==> src/rtl/vga_ctrl.sv <==
// 640x480@60 raster timing generator: counters, look-ahead pixel request and a
// registered sync/blank/RGB stage for an ADV7123-style DAC.
module vga_ctrl #(
  parameter int H_SYNC  = 96,
  parameter int H_BACK  = 48,
  parameter int H_VALID = 640,
  parameter int H_FRONT = 16,
  parameter int V_SYNC  = 2,
  parameter int V_BACK  = 33,
  parameter int V_VALID = 480,
  parameter int V_FRONT = 10
) (
  input  logic        vga_clk,
  input  logic        sys_rst,
  input  logic [23:0] pix_rgb,
  output logic        pix_req,
  output logic [9:0]  pix_x,
  output logic [9:0]  pix_y,
  output logic        frame_start,
  output logic        line_start,
  output logic [7:0]  frame_cnt,
  output logic        vga_hs,
  output logic        vga_vs,
  output logic        vga_blank_n,
  output logic        vga_sync_n,
  output logic [7:0]  vga_r,
  output logic [7:0]  vga_g,
  output logic [7:0]  vga_b
);

  localparam logic [9:0] H_LAST     = 10'(H_SYNC + H_BACK + H_VALID + H_FRONT - 1);
  localparam logic [9:0] V_LAST     = 10'(V_SYNC + V_BACK + V_VALID + V_FRONT - 1);
  localparam logic [9:0] H_SYNC_END = 10'(H_SYNC);
  localparam logic [9:0] V_SYNC_END = 10'(V_SYNC);
  localparam logic [9:0] H_ACT0     = 10'(H_SYNC + H_BACK);
  localparam logic [9:0] H_ACT1     = 10'(H_SYNC + H_BACK + H_VALID);
  localparam logic [9:0] V_ACT0     = 10'(V_SYNC + V_BACK);
  localparam logic [9:0] V_ACT1     = 10'(V_SYNC + V_BACK + V_VALID);
  localparam logic [9:0] H_REQ0     = H_ACT0 - 10'd1;
  localparam logic [9:0] H_REQ1     = H_ACT1 - 10'd1;

  function automatic logic in_win(input logic [9:0] c, input logic [9:0] lo,
                                  input logic [9:0] hi);
    return (c >= lo) && (c < hi);
  endfunction

  logic       run_p0;
  logic [9:0] h_cnt_p0;
  logic [9:0] v_cnt_p0;
  logic       hs_int;
  logic       vs_int;
  logic       de_int;
  logic       v_act;

  // Stage p0: raster counters; run_p0 holds them at 0,0 for the first edge after reset
  always_ff @(posedge vga_clk or posedge sys_rst) begin
    if (sys_rst) begin
      run_p0    <= 1'b0;
      h_cnt_p0  <= '0;
      v_cnt_p0  <= '0;
      frame_cnt <= '0;
    end else begin
      run_p0 <= 1'b1;
      if (run_p0) begin
        if (h_cnt_p0 == H_LAST) begin
          h_cnt_p0 <= '0;
          if (v_cnt_p0 == V_LAST) begin
            v_cnt_p0  <= '0;
            frame_cnt <= frame_cnt + 8'd1;
          end else begin
            v_cnt_p0 <= v_cnt_p0 + 10'd1;
          end
        end else begin
          h_cnt_p0 <= h_cnt_p0 + 10'd1;
        end
      end
    end
  end

  always_comb begin
    hs_int      = (h_cnt_p0 < H_SYNC_END);
    vs_int      = (v_cnt_p0 < V_SYNC_END);
    v_act       = in_win(v_cnt_p0, V_ACT0, V_ACT1);
    de_int      = v_act && in_win(h_cnt_p0, H_ACT0, H_ACT1);
    pix_req     = v_act && in_win(h_cnt_p0, H_REQ0, H_REQ1);
    pix_x       = pix_req ? (h_cnt_p0 - H_REQ0) : 10'h3FF;
    pix_y       = pix_req ? (v_cnt_p0 - V_ACT0) : 10'h3FF;
    line_start  = (h_cnt_p0 == 10'd0);
    frame_start = (h_cnt_p0 == 10'd0) && (v_cnt_p0 == 10'd0);
  end

  // Stage p1: DAC-facing register, sync/blank/colour kept mutually aligned
  always_ff @(posedge vga_clk or posedge sys_rst) begin
    if (sys_rst) begin
      vga_hs      <= 1'b1;
      vga_vs      <= 1'b1;
      vga_blank_n <= 1'b0;
      vga_r       <= '0;
      vga_g       <= '0;
      vga_b       <= '0;
    end else begin
      vga_hs                <= ~hs_int;
      vga_vs                <= ~vs_int;
      vga_blank_n           <= de_int;
      {vga_r, vga_g, vga_b} <= de_int ? pix_rgb : 24'h0;
    end
  end

  assign vga_sync_n = 1'b0;

endmodule

==> config.mk <==
export PLATFORM = sky130hd
export DESIGN_NAME = vga_ctrl
export DESIGN_NICKNAME = d
export VERILOG_FILES = /design/src/rtl/vga_ctrl.sv
export SDC_FILE = /design/constraint.sdc
export NUM_CORES = 1
export LEC_CHECK = 0
export BUFFER_PORTS_ARGS = -buffer_cell sky130_fd_sc_hd__buf_2
export CAP_MARGIN = 10
export CORE_UTILIZATION = 35
export CTS_CLUSTER_SIZE = 30
export DETAILED_ROUTE_END_ITERATION = 10
export PLACE_DENSITY = 0.61
export SLEW_MARGIN = 30
export SYNTH_ARGS = -nofsm -noshare
export SYNTH_HDL_FRONTEND = slang
export SYNTH_SLANG_ARGS = --single-unit
==> constraint.sdc <==
create_clock -name vga_clk -period 2.6 [get_ports vga_clk]
set_clock_uncertainty 0.05 [all_clocks]
set_input_delay 0.39 -clock vga_clk [delete_from_list [all_inputs] [get_ports vga_clk]]
set_output_delay 0.39 -clock vga_clk [all_outputs]
set_load 0.005 [all_outputs]
==> impl_metrics.yaml <==
worst_setup_path:
  r2r_setup_slack_ns: 0.47
  arrival_ns: 2.05
  worstPathMaxFanout: 9
  required_ns: 2.16
  r2r_start: "h_cnt_p0[1]"
  start_kind: "flop"
  endpoint_kind: "primary output"
  r2r_cells: 6
  r2r_end: "v_cnt_p0[0]"
  worstSetupPathType: "flop to primary output"
routing:
  drt_iter0_markers: 103
  vias: 2362
  routed_via_density: 4.962
  route.antenna.remaining_nets: 0
  wirelength_mm: 6.584
  dr.pass1.iters: 4
  drc_errors: 0
  post_drt_wl_per_cell_um: 13.83
logic_synthesis:
  yosysSeqAreaShare_pct: 48.22
  synth_seq_cells: 56
  syn_nets: 317
  netlist_area_um2: 2912
  synthArstFlopShare_pct: 100.0
  synth_ff_type: "dfrtp_1"
  syn_inst: 286
  synth-edff-count: 0
  synth_top_area_cell: "dfrtp_1"
  synth.avg_cell_area_um2: 10.18
  ys_warn_count: 0
  yosysTopAreaCellShare_pct: 46.41
  synthDistinctLibCells: 45
  synth.area.top_cells: "dfrtp_1 46%, xnor2_1 6.9%, and2_1 6.2%, nand3_1 4.3%, nand2_1 2.3%"
sta:
  slew_headroom_pct: 65.96
  whs_ns: 0.07273
  tightest_slew_ns: 0.5066
  slew_violations: 0
  clock.fmax_mhz: 401.2
  period_share_pct: 95.86
  finalHoldViolations: 0
  worst_slack_ns: 0.1077
  rsz0062_at_grt: "no"
  setup_viol: 0
  fin_tns_setup_ns: 0
  finalCriticalPeriod_ns: 2.492
placement:
  place_ws_ns: 0.2053
  port_buffers: 83
  hpwl_mm: 4.609
  dp_cells: 463
  place_congestion: 0.8007
cts:
  cts-root-buf: "clkbuf_8"
  hold_buffers: 0
  cts_tree: "done"
  clkTransAtPathRegs_ns: 0.10
  clk_path_buf_depth: 2
  insertion_delay_ns: 0.30
  cts.sinks: 56
  cts_inserted_buffers: 5
  cts-htree-levels: 2
floorplan:
  initial_core_util_pct: 36.91
  pin_count: 85
  die_h_um: 93.21
  core_um2: 7888
  dieWidth_um: 93.21
  num_rows: 32
  dieArea_um2: 8687
grt:
  grt_pass1_wl_mm: 10.56
  antenna_found_initial: 0
  grt_pass1_vias: 2237
  gr-total-overflow: 0
  track_usage_pct: 15.45
  grt_max_degree: 57
run:
  maxCapViolations: 0
finish:
  n_antenna_cell: 0
  layoutNonFillerInstCount: 476
  area_growth_pct: 25.48
  fillers: 785
  drive_above_1_share_pct: 35.56
  nets: 404
pwr:
  peakVddDrop_mv: 0.2221
  power_density_nw_per_um2: 492.1
  power_leakage_nw: 1.842
  power_w: 0.001798
worst_hold_path:
  hold_path_class: "input port to async pin"
status:
  outcome: "finished clean"
-- worst max-delay path by stage --
| stage | from | end | slack (ns) | cells past startpoint |
|---|---|---|---|---|
| after floorplan | v_cnt_p0[0] | pix_x[3] | 0.27 | 7 |
| after global placement | h_cnt_p0[5] | pix_x[7] | 0.28 | 6 |
| after detailed placement | v_cnt_p0[0] | pix_req | 0.21 | 7 |
| after CTS | v_cnt_p0[0] | pix_req | 0.04 | 7 |
| after global routing | h_cnt_p0[6] | pix_req | 0.01 | 6 |
| final | h_cnt_p0[1] | pix_y[0] | 0.11 | 7 |
-- worst max-delay path, cell delays in order (launching register included) --
cell and delay, ns:
dfrtp_1 0.41, ha_2 0.25, nand3_2 0.15, and3_1 0.22
nor3_4 0.26, clkbuf_4 0.25, nand3_1 0.08, buf_2 0.13
-- repair_timing --
| action | in CTS | in global routing |
|---|---|---|
| endpoints found under the setup margin | 21 | 21 |
| buffers inserted | 2 | 2 |
| pin swaps | 2 | 2 |
| cloned | 0 | 1 |
| resized for setup | 8 | 9 |
-- cell usage after synthesis, drive strengths merged, types with 2 or more instances --
master / n
o21ai: 10
nor3: 7
mux2: 2
o31ai: 3
inv: 10
nand3: 27
a21oi: 6
nand2: 18
xnor2: 23
nor4: 7
ha: 5
and2: 29
o22ai: 2
dfrtp: 54
nor2: 11
xor2: 3
dfstp: 2
conb: 2
or3: 3
nand4: 9
buf: 12
and4b: 2
a22o: 4
clkbuf: 9
nand3b: 2
and3: 10
a31oi: 2
-- cell families (layout without fill, tap and decap cells) --
family	count (synthesis)	count (layout)	synth area share, %
other cells	2	2	0.2579
mux	3	3	1.117
fa+ha+maj	5	5	2.149
flops	56	56	48.22
simple gates	129	129	26.69
compound gates	34	34	8.294
xor+xnor	26	26	7.821
buf+inv	31	119	5.458
-- layout by cell type, fill, tap and decap left out, types with 10 or more instances in the layout --
cell,n
buf_2,83
dfrtp_1,50
and2_1,29
nand3_1,25
xnor2_1,23
nand2_1,18
buf_4,15
nor2_1,11
and3_1,10
o21ai_0,10
-- per-stage QoR --
stage	instance area (um2)	utilization (%)
floorplan	2912	-
global placement	3448	43.72
detailed placement	3448	43.72
CTS	3602	45.67
global route	3654	46.32
finish	3654	46.32
-- registers in the layout, summed over array words and instances, names as in the netlist --
register / count
vga_blank_n: 1
v_cnt_p0: 10
run_p0: 1
vga_vs: 1
vga_hs: 1
vga_r: 8
vga_b: 8
vga_g: 8
h_cnt_p0: 10
frame_cnt: 8
-- power by group --
group | internal [W] | total (W) | switching [W] | leakage [nW]
clock network | 0.000214 | 0.000494 | 0.000281 | 0.0510
logic | 0.000136 | 0.000298 | 0.000162 | 1.03
registers | 0.000911 | 0.00101 | 0.0000950 | 0.757
total | 0.00126 | 0.00180 | 0.000538 | 1.84
-- cell type report --
class | instances | area (um2) | area share [%]
Clock buffer | 6 | 82.58 | 2.260
Sequential cell | 56 | 1409 | 38.56
Tap cell | 102 | 127.6 | 3.493
Inverter | 10 | 37.54 | 1.027
Multi-Input combinational cell | 199 | 1420 | 38.87
Timing Repair Buffer | 101 | 566.8 | 15.51
Clock inverter | 2 | 10.01 | 0.2740
-- metal layers --
layer	vias up	GRT usage, %	part of all wire (%)
li1	1158	-	-
met1	1131	20.25	47
met2	68	26.10	47
met3	5	2.846	4.5
met4	0	4.231	1.1
met5	-	0	0
Power figures use the tool's default switching activity.
